File: config.mk
export PLATFORM = sky130hd
export DESIGN_NAME = disp_src_sel
export DESIGN_NICKNAME = d
export VERILOG_FILES = /design/src/rtl/disp_src_sel.sv
export SDC_FILE = /design/constraint.sdc
export NUM_CORES = 1
export LEC_CHECK = 0
export CAP_MARGIN = 20
export CORE_MARGIN = 5
export CORE_UTILIZATION = 25
export DETAILED_ROUTE_END_ITERATION = 8
export PLACE_DENSITY = 0.42
export SYNTH_ARGS = -nofsm -noshare
export SYNTH_HDL_FRONTEND = slang
export SYNTH_SLANG_ARGS = --single-unit
File: constraint.sdc
create_clock -name clk -period 2.66 [get_ports clk]
set_input_delay 0.399 -clock clk [delete_from_list [all_inputs] [get_ports clk]]
set_output_delay 0.399 -clock clk [all_outputs]
set_load 0.01 [all_outputs]
File: src/rtl/disp_src_sel.sv
// Source selector for the two-digit hex display: picks one of four CPU bytes by
// debounced push-button, timed auto-scroll or freeze, and registers it onto data_out.
module disp_src_sel #(
    parameter int DEBOUNCE_CYCLES = 50_000,
    parameter int SCROLL_CYCLES   = 50_000_000
) (
    input  logic       clk,
    input  logic       rst_n,
    input  logic [7:0] ip_in,
    input  logic [7:0] acc_in,
    input  logic [7:0] rega_in,
    input  logic [7:0] regb_in,
    input  logic       btn_next,
    input  logic       sw_auto,
    input  logic       sw_freeze,
    output logic [7:0] data_out,
    output logic [1:0] src_idx,
    output logic       frozen
);

    localparam int DB_W = $clog2(DEBOUNCE_CYCLES);
    localparam int SC_W = $clog2(SCROLL_CYCLES);
    localparam logic [DB_W-1:0] DB_MAX = DB_W'(DEBOUNCE_CYCLES - 1);
    localparam logic [SC_W-1:0] SC_MAX = SC_W'(SCROLL_CYCLES - 1);

    typedef enum logic [1:0] {
        MANUAL = 2'd0,
        AUTO   = 2'd1,
        FROZEN = 2'd2
    } state_t;

    state_t          state;
    state_t          next_state;
    logic            btn_meta, btn_sync;
    logic            auto_meta, auto_sync;
    logic            freeze_meta, freeze_sync;
    logic            db, db_q, press;
    logic [DB_W-1:0] db_cnt;
    logic [SC_W-1:0] scroll_cnt;
    logic [7:0]      src_val;

    // Input conditioning: two-flop synchronizers, debounce filter, rising-edge press pulse.
    always_ff @(posedge clk) begin
        if (!rst_n) begin
            btn_meta    <= 1'b0;
            btn_sync    <= 1'b0;
            auto_meta   <= 1'b0;
            auto_sync   <= 1'b0;
            freeze_meta <= 1'b0;
            freeze_sync <= 1'b0;
            db          <= 1'b0;
            db_q        <= 1'b0;
            db_cnt      <= '0;
            press       <= 1'b0;
        end else begin
            // NOTE: non-blocking assignments let the synchronizer chain shift one stage per edge
            // regardless of statement order; blocking ones would collapse it into a wire.
            btn_meta    <= btn_next;
            btn_sync    <= btn_meta;
            auto_meta   <= sw_auto;
            auto_sync   <= auto_meta;
            freeze_meta <= sw_freeze;
            freeze_sync <= freeze_meta;
            if (btn_sync == db) begin
                db_cnt <= '0;
            end else if (db_cnt == DB_MAX) begin
                db     <= ~db;
                db_cnt <= '0;
            end else begin
                db_cnt <= db_cnt + 1'b1;
            end
            db_q  <= db;
            press <= db & ~db_q;
        end
    end

    always_comb begin
        // NOTE: default first so every path assigns next_state and no latch is inferred.
        next_state = state;
        unique case (state)
            MANUAL: if (freeze_sync) next_state = FROZEN;
                    else if (auto_sync) next_state = AUTO;
            AUTO:   if (freeze_sync) next_state = FROZEN;
                    else if (!auto_sync) next_state = MANUAL;
            FROZEN: if (!freeze_sync) next_state = auto_sync ? AUTO : MANUAL;
            default: next_state = MANUAL;
        endcase
    end

    always_comb begin
        unique case (src_idx)
            2'd0:    src_val = ip_in;
            2'd1:    src_val = acc_in;
            2'd2:    src_val = rega_in;
            default: src_val = regb_in;
        endcase
    end

    // Mode FSM with selection index, scroll timer and output byte all registered together.
    always_ff @(posedge clk) begin
        if (!rst_n) begin
            state      <= MANUAL;
            frozen     <= 1'b0;
            src_idx    <= 2'd0;
            scroll_cnt <= '0;
            data_out   <= 8'h00;
        end else begin
            state  <= next_state;
            frozen <= (next_state == FROZEN);
            if (state != FROZEN) begin
                data_out <= src_val;
            end
            // Entering or sitting in FROZEN holds the index, even against a coincident press.
            if (next_state == FROZEN || state == FROZEN) begin
                scroll_cnt <= '0;
            end else if (state == AUTO) begin
                if (press || scroll_cnt == SC_MAX) begin
                    src_idx    <= src_idx + 2'd1;
                    scroll_cnt <= '0;
                end else begin
                    scroll_cnt <= scroll_cnt + 1'b1;
                end
            end else begin
                scroll_cnt <= '0;
                if (press) begin
                    src_idx <= src_idx + 2'd1;
                end
            end
        end
    end

endmodule

# [Word-level counts from Yosys, hierarchy flattened]
# Cells that the tools add are included.
[word_totals] input_bits=37 romBits=0 ramBits=0 output_inout_bits=11 mem_count=0 word_cells=55 latch_bits=0 register_bits=64
[op_classes] n_mux=11 bitwise=7 add_sub_neg=3 magnitude_cmp=0 shifts=0 n_eq_ne=10 div_mod_pow=0 n_mul=0 n_reduce_logical=9
[op_table] cell="$add 26x1->26 const B" n=1
[op_table] cell="$eq 26x26->1 const B" n=1
[op_table] cell="$pmux 8 s3" n=1
[op_table] cell="$add 16x1->16 const B" n=1
[op_table] cell="$eq 16x16->1 const B" n=1
[op_table] cell="$mux 2" n=8
[op_table] cell="$eq 2x2->1 const B" n=3
[op_table] cell="$not 1->1" n=6
[op_table] cell="$pmux 2 s3" n=1
[op_table] cell="$eq 2x1->1 const B" n=2
[op_table] cell="$logic_not 2->1" n=2
[op_table] cell="$reduce_or 4->1" n=1
[op_table] cell="$reduce_and 3->1" n=1
[op_table] cell="$reduce_or 3->1" n=1
[op_table] cell="$add 2x1->2 const B" n=1
[op_table] cell="$logic_or 1x1->1" n=2
[op_table] cell="$ne 2x1->1 const B" n=1
[op_table] cell="$ne 2x2->1 const B" n=1
[op_table] cell="$reduce_and 2->1" n=1
[op_table] cell="$reduce_bool 2->1" n=1
[op_table] cell="$and 1x1->1" n=1
[op_table] cell="$eq 1x1->1" n=1
[op_table] cell="$mux 1" n=1

# [Logic depth before layout (Yosys ltp)]
[logic_depth] word_depth=7 mapped_depth=7 depth_no_buf=6

# [Worst setup path after synthesis]
# Ideal clock, no wire load.
[synth_path] kind="flip-flop to flip-flop" from="reg scroll_cnt[7]" to="reg scroll_cnt[22]" setup_ns=0.125 required_ns=2.535 path_buffers=1 slack_ns=0.809 arrival_ns=1.726 synth_period_minus_slack_ns=1.851 stages_incl_launch_ff=6 path_cell_list="dfxtp_1 or4b_2 nor4_1 a21o_2 buf_4 a21oi_1"
[synth_between] elab_chain_cells=3 elab_cells_between_ends=4 classes_between="1 x add/sub; 1 x eq/ne; 2 x reduce/logical"
[synth_lines] element="from (decl)" line_no="39" text="logic [SC_W-1:0] scroll_cnt;"
[synth_lines] element="from (signal assigned)" line_no="121" text="scroll_cnt <= scroll_cnt + 1'b1;"
[synth_lines] element="branches (longest 3 deep; another with $add 26x1->26)"
# Parallel ways; which one is timed is not known.
# A chain may end at the register's enable or synchronous reset.

# [Worst setup path after layout]
[layout_path] from="reg scroll_cnt[9]" to="reg scroll_cnt[3]"
[layout_between] elab_chain_cells=3
[layout_lines] element="$eq 26x26->1" line_no="117" text="if (press || scroll_cnt == SC_MAX) begin"
[layout_lines] element="$logic_or 1x1->1" line_no="117"
[layout_lines] element="$reduce_or 4->1 (no line)"
# Every way passes these cells.

==> impl_results.html <==
<table>
<tr><th>Metric</th><th>Value</th></tr>
<tr><th colspan="2">Run status</th></tr>
<tr><td>Result of the run</td><td>finished clean</td></tr>
<tr><th colspan="2">Global routing</th></tr>
<tr><td>Number of antenna violations at the first check in global routing</td><td>0</td></tr>
<tr><td>Pin count of the biggest net entering global routing</td><td>26</td></tr>
<tr><td>Vias in the first global route</td><td>2462</td></tr>
<tr><td>First-pass GRT wire length</td><td>11.8 mm</td></tr>
<tr><td>Total congestion overflow after global routing</td><td>0</td></tr>
<tr><td>Global router's overall resource usage</td><td>0.101</td></tr>
<tr><th colspan="2">Clock network</th></tr>
<tr><td>Post-CTS repair timing setup buffer count</td><td>0</td></tr>
<tr><td>Total number of clock tree sinks</td><td>between 60 and 70</td></tr>
<tr><td>Maximum buffer depth of the clock tree</td><td>2</td></tr>
<tr><td>Buffer cell driving the clock tree root</td><td>sky130_fd_sc_hd__clkbuf_16</td></tr>
<tr><td>Count of H-tree levels built during CTS</td><td>3</td></tr>
<tr><td>CTS tree</td><td>done</td></tr>
<tr><td>Clock network latency to the later pin of the worst-skew pair</td><td>0.33 ns</td></tr>
<tr><td>Post-cts gate resize count</td><td>0</td></tr>
<tr><td>CTS Hold Bufs</td><td>0</td></tr>
<tr><td>Clk pin slew, worst setup/hold paths</td><td>0.06 ns</td></tr>
<tr><td>Number of clock buffers inserted by TritonCTS</td><td>9</td></tr>
<tr><th colspan="2">Final layout</th></tr>
<tr><td>Post-Layout Inst Area</td><td>approximately 3800 µm²</td></tr>
<tr><td>Fill cell count</td><td>~1200</td></tr>
<tr><td>Layout overhead on the synthesized area</td><td>30.4%</td></tr>
<tr><td>Antenna diodes</td><td>0</td></tr>
<tr><td>Proportion of layout cells with a drive suffix above 1</td><td>0.0916</td></tr>
<tr><td>Total number of nets in the final design</td><td>420</td></tr>
<tr><th colspan="2">STA</th></tr>
<tr><td>Final Hold Vio Count</td><td>0</td></tr>
<tr><td>Transition at the pin with the smallest max-transition slack</td><td>0.574 ns</td></tr>
<tr><td>Endpoints failing setup</td><td>0</td></tr>
<tr><td>Achievable frequency</td><td>441 MHz</td></tr>
<tr><td>Setup repair after global routing missed its margin</td><td>no</td></tr>
<tr><td>Share of the clock period used by the worst path</td><td>0.853</td></tr>
<tr><td>Worst path setup slack after routing</td><td>0.391 ns</td></tr>
<tr><td>Worst clock skew</td><td>0.00973 ns</td></tr>
<tr><td>Slew HR</td><td>0.616</td></tr>
<tr><td>Final Max Tran Viols</td><td>0</td></tr>
<tr><td>Post-route setup TNS</td><td>0 ns</td></tr>
<tr><td>Shortest clock period the worst path allows after layout</td><td>2.27 ns</td></tr>
<tr><td>Post-route worst hold slack</td><td>around 0.38 ns</td></tr>
<tr><th colspan="2">Detailed routing</th></tr>
<tr><td>Detailed-route wire length</td><td>between 6 and 7 mm</td></tr>
<tr><td>Via Count</td><td>2473</td></tr>
<tr><td>Number of detailed-routing iterations run before antenna repair</td><td>5</td></tr>
<tr><td>Antenna violation net count after detailed routing</td><td>0</td></tr>
<tr><td>Via-per-instance ratio</td><td>4.71</td></tr>
<tr><td>Post-detailed-route wirelength per cell</td><td>13.0 µm</td></tr>
<tr><td>Remaining DRCs</td><td>0</td></tr>
<tr><td>Initial DRC Count</td><td>152</td></tr>
<tr><th colspan="2">Synth</th></tr>
<tr><td>Post-synthesis instance total</td><td>327</td></tr>
<tr><td>Number of flops mapped to enable cells by yosys</td><td>0</td></tr>
<tr><td>Number of different library cells in the post-synthesis netlist</td><td>37</td></tr>
<tr><td>Post-synthesis register bit count</td><td>64</td></tr>
<tr><td>Share of flip-flops with an asynchronous set or reset after synthesis</td><td>0</td></tr>
<tr><td>Share of synthesized area occupied by flip-flops and latches</td><td>0.435</td></tr>
<tr><td>Mapped Nets</td><td>370</td></tr>
<tr><td>Post-synthesis area per instance</td><td>about 9 µm²</td></tr>
<tr><td>Netlist Area Pre-Place</td><td>a little under 3000 µm²</td></tr>
<tr><td>Ys flop type</td><td>sky130_fd_sc_hd__dfxtp_1</td></tr>
<tr><td>Yosys warning count</td><td>0</td></tr>
<tr><th colspan="2">Setup path</th></tr>
<tr><td>Crit path cell chain</td><td>or4b_2 -&gt; nor4_1 -&gt; a21o_2 -&gt; nor2_1</td></tr>
<tr><td>Type of the setup path with the least slack</td><td>flip-flop to flip-flop</td></tr>
<tr><td>Top delay family on crit path</td><td>simple AND/OR/NAND/NOR gates</td></tr>
<tr><td>Crit path required time</td><td>between 2 and 3 ns</td></tr>
<tr><td>Slowest stage cell, crit path</td><td>sky130_fd_sc_hd__or4b_2</td></tr>
<tr><td>Launching instance or port of the critical path</td><td>scroll_cnt[9]</td></tr>
<tr><td>Delay of the slowest critical-path stage</td><td>approximately 0.65 ns</td></tr>
<tr><td>R2R Path Start</td><td>scroll_cnt[9]</td></tr>
<tr><td>CP Max Fanout</td><td>25</td></tr>
<tr><td>WP buf/inv</td><td>0</td></tr>
<tr><td>CP Launch Type</td><td>flip-flop</td></tr>
<tr><td>Endpoint arrival time on the critical path</td><td>2.46 ns</td></tr>
<tr><td>Category of the worst setup path capture point</td><td>flip-flop</td></tr>
<tr><th colspan="2">Power and ir drop</th></tr>
<tr><td>Int Pwr</td><td>1.69 mW</td></tr>
<tr><td>Pwr Density</td><td>568 nW/µm²</td></tr>
<tr><td>Part of the total power dissipated in the clock network</td><td>0.502</td></tr>
<tr><td>Static Leak</td><td>1.24 nW</td></tr>
<tr><td>Post-layout total power</td><td>roughly 2.2 mW</td></tr>
<tr><td>Share of total power in combinational logic</td><td>0.050</td></tr>
<tr><td>Fraction of power spent switching nets</td><td>0.228</td></tr>
<tr><td>Sequential share of power</td><td>0.448</td></tr>
<tr><td>Switch Pwr</td><td>497 µW</td></tr>
<tr><td>Worst IR drop on VDD</td><td>0.000284 V</td></tr>
<tr><th colspan="2">Placed design</th></tr>
<tr><td>Sum of net half-perimeters after detailed placement</td><td>slightly below 5 mm</td></tr>
<tr><td>Post-Place Setup Slack</td><td>0.391 ns</td></tr>
<tr><td>Final RePlAce weighted congestion</td><td>0.732</td></tr>
<tr><td>Port Buffers</td><td>47</td></tr>
<tr><td>Cell area after placement</td><td>3560 µm²</td></tr>
<tr><th colspan="2">Run</th></tr>
<tr><td>Maximum Capacitance Violations</td><td>0</td></tr>
<tr><th colspan="2">Die</th></tr>
<tr><td>Die Wd</td><td>119 µm</td></tr>
<tr><td>Area of the placeable core</td><td>between 10000 and 15000 µm²</td></tr>
<tr><td>Effective utilization at floorplan</td><td>0.257</td></tr>
<tr><td>Number of rows created at floorplan</td><td>39</td></tr>
<tr><td>Die Footprint</td><td>around 14000 µm²</td></tr>
<tr><td>Number of ports placed on the die boundary</td><td>48</td></tr>
<tr><td>DIE HEIGHT</td><td>119 µm</td></tr>
<tr><th colspan="2">Worst hold path</th></tr>
<tr><td>Path type of the worst min-delay path</td><td>flip-flop to flip-flop</td></tr>
<tr><td>Startpoint of the worst hold path</td><td>db_q</td></tr>
</table>
-- per-layer routing --
| layer | vias to the layer above | global-route usage | wire (µm) |
|---|---|---|---|
| met5 | - | 0 | 0 |
| met4 | 0 | 0.0383 | 111 |
| met1 | 1133 | 0.133 | 3350 |
| li1 | 1281 | - | - |
| met2 | 50 | 0.155 | 3050 |
| met3 | 9 | 0.0330 | 303 |
-- final cells by class --
class / count / area (µm²) / share of cell area
Clock buffer: 9 / 225 / 0.0586
Clock inverter: 7 / 56.3 / 0.0146
Inverter: 14 / 52.6 / 0.0137
Multi-Input combinational cell: 238 / 1560 / 0.405
Sequential cell: 64 / 1280 / 0.333
Tap cell: 143 / 179 / 0.0465
Timing Repair Buffer: 50 / 493 / 0.128
-- stage by stage --
step,util,instances
floorplan,-,327
global placement,0.311,509
detailed placement,0.311,509
CTS,0.335,525
global route,0.335,525
finish,0.335,525
-- power groups by stage --
stage | clock [mW] | sequential, mW | combinational, mW
final | 1.10 | 0.979 | 0.108
after global routing | 1.19 | 0.980 | 0.119
after CTS | 1.15 | 0.979 | 0.111
after global placement | 0 | 0.999 | 0.110
after detailed placement | 0 | 1.00 | 0.110
after floorplan | 0 | 1.00 | 0.0296
-- logic make-up (layout without fill, tap and decap cells) --
family                     after synthesis  count (layout)  synth area share
AOI/OAI and AO/OA                       46              46             0.104
xor gates and xnor gates                25              25            0.0743
adders and majority gates                6               6            0.0255
buffers and inverters                   25              80            0.0369
DFF                                     64              64             0.435
muxes                                   11              11            0.0374
and+or+nand+nor                        150             150             0.287
-- path summary, 6_finish.rpt --
kind                    to  slack (ns)  cells after the start
max          scroll_cnt[3]        0.39                      4
min                  press        0.38                      1
max reg2reg  scroll_cnt[3]        0.39                      4
min reg2reg          press        0.38                      1
-- worst register-to-register path, cell delays in order (launching register included) --
cell,delay [ns]
sky130_fd_sc_hd__dfxtp_1,0.36
sky130_fd_sc_hd__or4b_2,0.65
sky130_fd_sc_hd__nor4_1,0.48
sky130_fd_sc_hd__a21o_2,0.54
sky130_fd_sc_hd__nor2_1,0.11
-- cells in the mapped netlist (all sizes together) (6+ instances only) --
cell type	count	share of area
a21oi	15	0.027
nand2	22	0.028
xnor2	17	0.051
clkbuf	8	0.010
nor2b	12	0.025
ha	6	0.025
or3	7	0.015
or4	9	0.025
nor4	8	0.017
and2	7	0.015
o31ai	7	0.018
and3	7	0.015
inv	14	0.018
xor2	8	0.024
mux2i	11	0.037
nand3	16	0.032
a222oi	8	0.027
dfxtp	64	0.43
nor3	9	0.015
o21ai	12	0.020
nand4	11	0.023
nor2	29	0.037
-- placed cells by master (no fill, tap or decap), types with 8 or more instances in the layout --
cell type                         synthesis  layout
sky130_fd_sc_hd__nand2_1                 22      22
sky130_fd_sc_hd__nor4_1                   8       8
sky130_fd_sc_hd__clkbuf_16                0       9
sky130_fd_sc_hd__o21ai_0                 12      12
sky130_fd_sc_hd__nor3_1                   9       9
sky130_fd_sc_hd__xnor2_1                 17      17
sky130_fd_sc_hd__xor2_1                   8       8
sky130_fd_sc_hd__inv_1                   14      14
sky130_fd_sc_hd__nand4_1                 11      11
sky130_fd_sc_hd__a21oi_1                 14      14
sky130_fd_sc_hd__clkdlybuf4s50_1          0      47
sky130_fd_sc_hd__mux2i_1                 11      11
sky130_fd_sc_hd__nor2b_1                 12      12
sky130_fd_sc_hd__a222oi_1                 8       8
sky130_fd_sc_hd__dfxtp_1                 64      64
sky130_fd_sc_hd__nor2_1                  29      29
sky130_fd_sc_hd__nand3_1                 13      13
-- state kept, by name (all words and copies together) (netlist names) --
register,flops
auto_meta,1
auto_sync,1
btn_meta,1
btn_sync,1
data_out,8
db,1
db_cnt,16
db_q,1
freeze_meta,1
freeze_sync,1
frozen,1
press,1
scroll_cnt,26
src_idx,2
state,2
(Power assumes the default switching activity.)
